===== src/rtl/barrel_shift_pkg.sv =====
// Shared widths and FSM state type for the barrel-shift arbiter.
package barrel_shift_pkg;
   localparam int DATA_W = 16;
   localparam int AMT_W  = 4;

   typedef enum logic [1:0] {
      S_IDLE   = 2'd0,
      S_SETTLE = 2'd1,
      S_HOLD   = 2'd2
   } state_t;
endpackage


===== src/rtl/CA2_Q4_16_bit_barrel_shifter.sv =====
// 16-bit rotate-left barrel shifter: one mux stage per amount bit,
// stage s rotates by 2**s when i_amt[s] is set.
module CA2_Q4_16_bit_barrel_shifter
   import barrel_shift_pkg::*;
(
   input  logic [DATA_W-1:0] i_data,
   input  logic [AMT_W-1:0]  i_amt,
   output logic [DATA_W-1:0] o_data
);
   logic [AMT_W:0][DATA_W-1:0] w_stage;

   assign w_stage[0] = i_data;

   for (genvar s = 0; s < AMT_W; s++) begin : g_stage
      localparam int K = 1 << s;
      assign w_stage[s+1] = i_amt[s] ?
         {w_stage[s][DATA_W-1-K:0], w_stage[s][DATA_W-1 -: K]} : w_stage[s];
   end

   assign o_data = w_stage[AMT_W];
endmodule


===== src/rtl/barrel_shift_arbiter.sv =====
// Two-requester round-robin front end for a shared barrel shifter. One
// transaction in flight: grant, hold operands stable for SETTLE_CYCLES,
// capture the rotated word, then hold it until the consumer accepts.
module barrel_shift_arbiter
   import barrel_shift_pkg::*;
#(
   parameter int SETTLE_CYCLES = 3
)(
   input  logic                    clk,
   input  logic                    rst,
   input  logic [1:0]              req_valid,
   input  logic [1:0][DATA_W-1:0]  req_data,
   input  logic [1:0][AMT_W-1:0]   req_amt,
   output logic [1:0]              req_ready,
   output logic                    res_valid,
   input  logic                    res_ready,
   output logic [DATA_W-1:0]       res_data,
   output logic                    res_id,
   output logic                    busy
);
   // Counter only needs to hold SETTLE_CYCLES-1.
   localparam int CNT_W = (SETTLE_CYCLES > 1) ? $clog2(SETTLE_CYCLES) : 1;
   localparam logic [CNT_W-1:0] CNT_LOAD = CNT_W'(SETTLE_CYCLES - 1);

   state_t            r_state, w_next;
   logic [CNT_W-1:0]  r_cnt;
   logic [DATA_W-1:0] r_op_data, r_res_data, w_shift;
   logic [AMT_W-1:0]  r_op_amt;
   logic              r_op_id, r_res_id, r_res_valid, r_last_grant;
   logic              w_grant_en, w_grant_id, w_capture, w_release;

   // Shifter sees only the operand registers, so requester inputs cannot
   // disturb a settling result.
   CA2_Q4_16_bit_barrel_shifter u_shifter (
      .i_data (r_op_data),
      .i_amt  (r_op_amt),
      .o_data (w_shift)
   );

   // Arbitration: a lone requester wins; on a tie the one not served last wins.
   always_comb begin
      w_grant_id = 1'b0;
      if (req_valid == 2'b11) w_grant_id = ~r_last_grant;
      else                    w_grant_id = req_valid[1];
   end

   // Next-state and strobe decode.
   always_comb begin
      w_next     = r_state;
      req_ready  = 2'b00;
      w_grant_en = 1'b0;
      w_capture  = 1'b0;
      w_release  = 1'b0;
      case (r_state)
         S_IDLE: begin
            if (|req_valid) begin
               w_grant_en            = 1'b1;
               req_ready[w_grant_id] = 1'b1;
               w_next                = S_SETTLE;
            end
         end
         S_SETTLE: begin
            if (r_cnt == '0) begin
               w_capture = 1'b1;
               w_next    = S_HOLD;
            end
         end
         S_HOLD: begin
            if (r_res_valid && res_ready) begin
               w_release = 1'b1;
               w_next    = S_IDLE;
            end
         end
         default: w_next = S_IDLE;
      endcase
   end

   // State register; reset overrides any pending transition.
   always_ff @(posedge clk) begin
      if (rst) r_state <= S_IDLE;
      else     r_state <= w_next;
   end

   // Operand latch, settle counter, result capture and grant history.
   always_ff @(posedge clk) begin
      if (rst) begin
         r_cnt        <= '0;
         r_op_data    <= '0;
         r_op_amt     <= '0;
         r_op_id      <= 1'b0;
         r_res_data   <= '0;
         r_res_id     <= 1'b0;
         r_res_valid  <= 1'b0;
         r_last_grant <= 1'b1;
      end else begin
         if (w_grant_en) begin
            r_op_data    <= req_data[w_grant_id];
            r_op_amt     <= req_amt[w_grant_id];
            r_op_id      <= w_grant_id;
            r_last_grant <= w_grant_id;
            r_cnt        <= CNT_LOAD;
         end else if (r_state == S_SETTLE && r_cnt != '0) begin
            r_cnt <= r_cnt - 1'b1;
         end
         if (w_capture) begin
            r_res_data  <= w_shift;
            r_res_id    <= r_op_id;
            r_res_valid <= 1'b1;
         end else if (w_release) begin
            r_res_valid <= 1'b0;
         end
      end
   end

   assign res_valid = r_res_valid;
   assign res_data  = r_res_data;
   assign res_id    = r_res_id;
   assign busy      = (r_state != S_IDLE);
endmodule


===== config.mk =====
export PLATFORM = sky130hd
export DESIGN_NAME = barrel_shift_arbiter
export DESIGN_NICKNAME = d
export VERILOG_FILES = /design/src/rtl/barrel_shift_pkg.sv /design/src/rtl/CA2_Q4_16_bit_barrel_shifter.sv /design/src/rtl/barrel_shift_arbiter.sv
export SDC_FILE = /design/constraint.sdc
export NUM_CORES = 1
export LEC_CHECK = 0
export CORE_ASPECT_RATIO = 0.75
export CORE_MARGIN = 4
export CORE_UTILIZATION = 45
export DETAILED_ROUTE_END_ITERATION = 8
export PLACE_DENSITY = 0.77
export SLEW_MARGIN = 20
export SYNTH_ARGS = -nofsm -noshare
export SYNTH_HDL_FRONTEND = slang
export SYNTH_HIERARCHICAL = 1
export SYNTH_SLANG_ARGS = --single-unit

===== constraint.sdc =====
create_clock -name clk -period 1.9 [get_ports clk]
set_input_delay 0.19 -clock clk [delete_from_list [all_inputs] [get_ports clk]]
set_output_delay 0.19 -clock clk [all_outputs]
set_load 0.05 [all_outputs]

==> results.ini, run 1 <==
[timing]
setup_tns_ns = 0
grt_setup_unrepaired = no
worstMarginPinSlew_ns = 0.618
drv_slew = 0
skew_ns = 0.00618
max_slew_margin = 0.588
clock.fmax_ghz = 0.538
fin_crit_sh = 0.978
hold_viol = 0
setup_viol = 0
fin_crit_ns = 1.86

[finish]
area_delta_synth_final_pct = 32.2
nets = 378
final_area_mm2 = 0.00359
num-fill-cells = 513
layout_commonest_cell = nand2_1
drive_above_1_share = 0.223
most-common-layout-cells = 64 x nand2_1, 62 x clkdlybuf4s50_1, 42 x dfxtp_1
stdcell_count = 410
n_antenna_cell = 0

[yosys]
synth_ff_type = dfxtp_1
netlist.area_leader.share = 0.324
syn-num-nets = 315
synth-seq-area-share = 0.324
ys_types = 35
syn_avg_cell_area_um2 = 10.1
synth_top_area_cell = dfxtp_1
synth_edf_count = 0
synth-seq-cells = 44
synthArstFlopShare = 0
synth_area_leaders = dfxtp_1 32%, mux4_2 15%, mux4_1 14%, nand2_1 9.0%, a21oi_1 6.4%
yosys_warnings = 6
netlist_area_mm2 = 0.00272
postSynthCellCount = 269

[critical_path]
worstPathMaxFanout = 7
crit_cells = 7
crit_type = reg2reg
worstPathArrival_ns = 2.03
slowest_stage = mux4_2
rr_endpoint = res_data[5]
reg2reg_depth = 7
path_delay_family = multiplexers
critical-path-max-stage-delay_ns = 0.49
worst_setup_path_start_kind = flip-flop
end_kind = flip-flop
crit_required_ns = 2.07
cp_cell_sequence = clkbuf_16 -> buf_4 -> buf_4 -> mux4_2 -> mux4_2 -> nand2_1 -> a21oi_1
regToRegSetupSlack_ns = 0.04
cp_num_buf_inv = 3
r2r-start = r_op_amt[1]

[floorplanning]
num_io_pins = 66
core_area_mm2 = 0.00583
die_area_mm2 = 0.00736
die_h_um = 75.3
die_x_um = 97.7
start_util = 0.466
placementRows = 24

[clocking]
cts_buffer_depth = 2
cts_tree = done
cts-htree-levels = 2
clock-sinks = 44
cts_buffers = 5
clkLatencyLatePin_ns = 0.29
clkTransAtPathRegs_ns = 0.08
root_buffer = clkbuf_8
ctsHoldBuffers = 0

[worst_hold_path]
holdCritPathClass = reg2reg
hp-start = res_data[8]
hold_path_depth = 2
hold_path_end = res_data[8]

[global_routing]
grt_usage = 0.184
grt_pass1_wl_um = 10900
overflow = 0
grt_pass1_vias = 2204
grt_max_degree = 45
antenna_found_initial = 0

[power]
p_per_area_mw_per_mm2 = 903
vdd_ir_drop_max_uv = 335
power.leakage_nw = 1.24
power.total_mw = 3.24

[detailed_routing]
ant_nets = 0
via_per_inst = 5.79
drt-wirelength-per-cell_um = 16.3
vias = 2373
drt_pass1_iterations = 4
drt_iter0_markers = 193
post-route-drc-count = 0
drt-total-wl_um = 6680

[placed_design]
hpwl_um = 4960
placed_area_mm2 = 0.00344
dp_cells = 397
io_buffers = 65
gp_congestion = 0.888

[status]
outcome = finished, final reports clean

[job]
cap_viol_max_count = 0

==> synthesized netlist by cell type (3+ instances only) <==
library cell,n
buf_2,9
nand3_1,7
mux4_1,14
mux4_2,18
buf_6,4
nand2_1,65
inv_1,3
clkbuf_1,9
buf_4,4
a311oi_1,11
a31oi_1,7
nand4_1,7
dfxtp_1,44
a21oi_1,35
o21ai_0,9
==> area by class of cell <==
type / count / area, µm² / area share
clock buffers: 5 / 68.8 / 0.0192
well taps: 78 / 97.6 / 0.0272
multi-input cells: 194 / 1600 / 0.447
clock inverters: 2 / 60.1 / 0.0167
inverters: 4 / 15.0 / 0.00418
flip-flops and latches: 44 / 886 / 0.247
repair buffers: 83 / 858 / 0.239
==> state kept, by name, indices dropped and copies added (netlist names) <==
name	count
r_op_data	16
res_data	16
r_op_amt	4
r_cnt	2
r_state	2
r_last_grant	1
r_op_id	1
res_id	1
res_valid	1
==> timing repair <==
item,CTS,global route
setup endpoints to repair,15,16
pin swaps,0,0
cloned,0,1
resized for setup,4,14
setup buffers,0,5
==> cells by family (layout without fill, tap and decap cells) <==
logic type | count (synthesis) | count (layout) | share of synthesized area
and+or+nand+nor | 92 | 92 | 0.152
DFF | 44 | 44 | 0.324
adders and majority gates | 1 | 1 | 0.00461
buffers and inverters | 31 | 94 | 0.0695
xor gates and xnor gates | 1 | 1 | 0.00322
muxes | 33 | 33 | 0.289
AOI/OAI and AO/OA | 67 | 67 | 0.157
==> metal layers <==
metal,global-route usage,share of wire,vias up
met5,0,0,-
met4,0.0276,0.0040,0
met3,0.0389,0.083,2
met2,0.292,0.45,99
met1,0.268,0.46,1135
li1,-,-,1137
==> worst min-delay path, delay by kind of cell (launching register included) <==
family	cells	cell delay, ns
simple gates	1	0.05
flops	1	0.31
compound gates	1	0.05
==> power by group <==
group,internal (mW),switching (mW),leakage [nW]
clock,0.518,0.314,0.0642
sequential,1.03,0.116,0.362
combinational,0.645,0.623,0.811
total,2.19,1.05,1.24
==> worst max path at each step <==
stage | start | endpoint | slack [ns]
after global routing | r_op_amt[1] | res_data[11] | 0.002
after floorplan | r_op_amt[1] | res_data[12] | 0.09
after detailed placement | r_op_amt[3] | res_data[15] | -0.05
after global placement | r_op_amt[3] | res_data[15] | -0.02
final | r_op_amt[1] | res_data[5] | 0.04
after CTS | r_op_amt[1] | res_data[7] | -0.04
==> through the flow <==
step	setup WS, ns	utilization	hold WS [ns]
after global routing	0.00239	0.616	0.478
final	0.0409	0.616	0.456
after global placement	-0.0198	0.590	0.442
after CTS	-0.0370	0.609	0.458
after floorplan	0.0920	-	0.350
after detailed placement	-0.0476	0.590	0.447
Note: power is estimated with default switching activity, not from simulation.
==> run 2, diff against run 1 <==
- HOLD_SLACK_MARGIN: default -> 0.05
- RECOVER_POWER: default -> 25
==> results.ini, run 2 (same netlist as run 1, synthesis figures left out) <==
[critical_path]
rr_endpoint = res_data[5]
cp_num_buf_inv = 3
worstPathArrival_ns = 2.03
regToRegSetupSlack_ns = 0.05
cp-endpoint = res_data[5]
slowest_stage = mux4_2
worst_setup_path_start_kind = flip-flop
r2r-start = r_op_amt[1]
end_kind = flip-flop
critical-path-max-stage-delay_ns = 0.49
crit_cells = 7
crit_required_ns = 2.08
reg2reg_depth = 7
crit_start = r_op_amt[1]
cp_cell_sequence = clkbuf_16 -> buf_4 -> buf_4 -> mux4_2 -> mux4_2 -> nand2_1 -> a21oi_1
crit_type = reg2reg
worstPathMaxFanout = 7
path_delay_family = multiplexers

[finish]
area_delta_synth_final_pct = 31.7
most-common-layout-cells = 64 x nand2_1, 61 x clkdlybuf4s50_1, 42 x dfxtp_1
n_antenna_cell = 0
drive_above_1_share = 0.217
stdcell_count = 410
nets = 378
layout_commonest_cell = nand2_1

[detailed_routing]
via_per_inst = 5.75
drt_iter0_markers = 195
drt_pass1_iterations = 4
post-route-drc-count = 0
vias = 2359
drt-wirelength-per-cell_um = 16.4
drt-total-wl_um = 6720
ant_nets = 0

[global_routing]
grt_pass1_wl_um = 10900
overflow = 0
grt_max_degree = 45
grt_pass1_vias = 2204
grt_usage = 0.184
antenna_found_initial = 0

[placed_design]
gp_congestion = 0.888
dp_cells = 397
hpwl_um = 4960
io_buffers = 65
post-place-ws_ns = -0.0476

[power]
power.leakage_nw = 1.23
vdd_ir_drop_max_uv = 335
power.total_mw = 3.24
p_per_area_mw_per_mm2 = 904

[status]
outcome = finished, final reports clean

[clocking]
root_buffer = clkbuf_8
cts-htree-levels = 2
ctsHoldBuffers = 0
clkTransAtPathRegs_ns = 0.08
clkLatencyLatePin_ns = 0.29
cts_buffers = 5
cts_tree = done
cts_buffer_depth = 2
clock-sinks = 44

[timing]
grt_setup_unrepaired = no
clock.fmax_ghz = 0.540
fin_crit_ns = 1.85
drv_slew = 0
setup_viol = 0
max_slew_margin = 0.529
fin_crit_sh = 0.974
setup_ws_ns = 0.0486
worstMarginPinSlew_ns = 0.704
skew_ns = 0.00584
hold_viol = 0

[floorplanning]
core_area_mm2 = 0.00583
placementRows = 24
die_h_um = 75.3
die_area_mm2 = 0.00736
num_io_pins = 66
start_util = 0.466
die_x_um = 97.7

[job]
cap_viol_max_count = 0

[worst_hold_path]
holdCritPathClass = reg2reg

[run 2: worst min-delay path: stages, from the launching register on]
cell     delay (ns)
dfxtp_1        0.31
nand2_1        0.05
a21oi_1        0.05
[run 2: report_power, final]
group	leakage (nW)	switching [mW]	internal [mW]
clock network	0.0642	0.314	0.518
registers	0.362	0.115	1.03
logic	0.806	0.622	0.639
total	1.23	1.05	2.18
[run 2: routing by layer]
layer | vias up | GRT usage | wire, µm
met3 | 2 | 0.0389 | 539
met1 | 1125 | 0.268 | 3170
li1 | 1135 | - | -
met2 | 97 | 0.292 | 2980
met5 | - | 0 | 0
met4 | 0 | 0.0276 | 27
[run 2: through the flow]
stage,util,setup TNS (ns),area (µm²),hold WS (ns)
after floorplan,-,0,2720,0.350
after global placement,0.590,-0.0475,3440,0.442
after detailed placement,0.590,-0.151,3440,0.447
after CTS,0.609,-0.301,3550,0.458
after global routing,0.614,0,3580,0.478
final,0.614,0,3580,0.456
[run 2: worst min path at each step]
stage	startpoint	endpoint	slack, ns	depth (start not counted)
2_1_floorplan	req_amt[4]	r_op_amt[0]	0.35	2
3_3_place_gp	res_data[7]	res_data[7]	0.44	2
3_5_place_dp	res_data[8]	res_data[8]	0.45	2
4_1_cts	req_data[21]	r_op_data[5]	0.46	3
5_1_grt	req_data[11]	r_op_data[11]	0.48	3
6_report	res_data[8]	res_data[8]	0.46	2
[run 2: repair_timing]
action,in CTS,in global routing
endpoints found under the setup margin,15,16
buffers inserted,0,5
gates cloned,0,1
gates resized for setup,4,14
[run 2: final cells by class]
type | instances | area (µm²)
inverters | 4 | 15.0
clock buffers | 5 | 68.8
multi-input cells | 194 | 1600
flip-flops and latches | 44 | 886
repair buffers | 83 | 856
fillers | 517 | 2250
well taps | 78 | 97.6
clock inverters | 2 | 60.1
==> run 3, diff against run 2 <==
- REMOVE_ABC_BUFFERS: default -> 1
==> results.ini, run 3 (same netlist as run 1, synthesis figures left out) <==
[critical_path]
end_kind = flip-flop
worstPathMaxFanout = 8
crit_type = reg2reg
path_delay_family = multiplexers
slowest_stage = mux4_2
crit_required_ns = 2.09
worstPathArrival_ns = 2.04
cp_cell_sequence = buf_12 -> mux4_2 -> mux4_2 -> nand2_1 -> a21oi_1
critical-path-max-stage-delay_ns = 0.57
crit_top_cell = mux4_2
worst_setup_path_start_kind = flip-flop
cp_num_buf_inv = 1

[finish]
num-fill-cells = 503
seqCellArea_um2 = 886
layout_commonest_cell = nand2_1
stdcell_count = 412
post-route-util = 0.614
n_antenna_cell = 0
most-common-layout-cells = 63 x nand2_1, 62 x clkdlybuf4s50_1, 42 x dfxtp_1
drive_above_1_share = 0.219
area_delta_synth_final_pct = 31.8
multiInputGateArea_mm2 = 0.00160
nets = 379

[global_routing]
grt_usage = 0.187
grt_max_degree = 45
grt_pass1_vias = 2261
grt_pass1_wl_um = 11100
overflow = 0
antenna_found_initial = 0

[clocking]
cts-htree-levels = 2
root_buffer = clkbuf_8
clkTransAtPathRegs_ns = 0.08
clkLatencyLatePin_ns = 0.30
cts_tree = done
cts_buffer_depth = 2
ctsHoldBuffers = 0
cts_buffers = 5
clock-sinks = 44

[timing]
fin_crit_sh = 0.974
fin_crit_ns = 1.85
whs_ns = 0.458
drv_slew = 0
clock.fmax_ghz = 0.540
setup_viol = 0
setup_tns_ns = 0
hold_viol = 0
worstMarginPinSlew_ns = 0.679
grt_setup_unrepaired = yes
max_slew_margin = 0.546
skew_ns = 0.00574

[status]
outcome = finished, final reports clean

[placed_design]
io_buffers = 65
hpwl_um = 4870
dp_cells = 398
gp_congestion = 0.902

[detailed_routing]
drt_iter0_markers = 201
drt-wirelength-per-cell_um = 16.2
drt-total-wl_um = 6690
via_per_inst = 5.67
post-route-drc-count = 0
ant_nets = 0
drt_pass1_iterations = 4
vias = 2336

[floorplanning]
placementRows = 24
die_x_um = 97.7
core_area_mm2 = 0.00583
die_h_um = 75.3
die_area_mm2 = 0.00736
num_io_pins = 66
start_util = 0.466

[power]
vdd_ir_drop_max_uv = 390
power.leakage_nw = 1.23
p_per_area_mw_per_mm2 = 871

[job]
cap_viol_max_count = 0

[worst_hold_path]
holdCritPathClass = reg2reg

-- run 3: cell type report --
class                   count  share of cell area
clock buffers               6              0.0203
repair buffers             84               0.244
inverters                   4             0.00419
well taps                  78              0.0273
multi-input cells         194               0.447
flip-flops and latches     44               0.247
clock inverters             2             0.00979
-- run 3: worst min-delay path, cell delays in order (launching register included) --
cell     delay, ns
dfxtp_1       0.31
nand2_1       0.05
a21oi_1       0.05
-- run 3: what timing repair did --
item / CTS / global route
hold endpoints to repair: 0 / 0
endpoints found under the setup margin: 13 / 16
cloned: 0 / 1
setup buffers: 0 / 5
gates resized for setup: 12 / 8
-- run 3: power breakdown --
group	total (mW)	switching, mW	leakage, nW	internal [mW]
logic	1.27	0.626	0.810	0.648
clock network	0.703	0.313	0.0552	0.390
registers	1.14	0.112	0.362	1.03
-- run 3: final timing paths --
check                 endpoint  slack (ns)  cells past startpoint         from
hold / removal     res_data[5]        0.46                      2  res_data[5]
hold reg to reg    res_data[5]        0.46                      2  res_data[5]
setup / recovery  res_data[11]        0.05                      5  r_op_amt[1]
setup reg to reg  res_data[11]        0.05                      5  r_op_amt[1]
-- run 3: stage by stage --
stage | area, µm² | power, mW | setup WS, ns
2_1_floorplan | 2540 | 1.91 | -0.188
3_3_place_gp | 3460 | 2.34 | 0.0105
3_5_place_dp | 3460 | 2.37 | -0.0265
4_1_cts | 3520 | 3.08 | 0.0350
5_1_grt | 3580 | 3.29 | -0.0114
6_report | 3580 | 3.12 | 0.0495
-- run 3: routing by layer --
metal	global-route usage	vias up	part of all wire
met2	0.302	103	0.45
met3	0.0519	11	0.083
met1	0.254	1086	0.45
met5	0	-	0
li1	-	1136	-
met4	0.0476	0	0.011
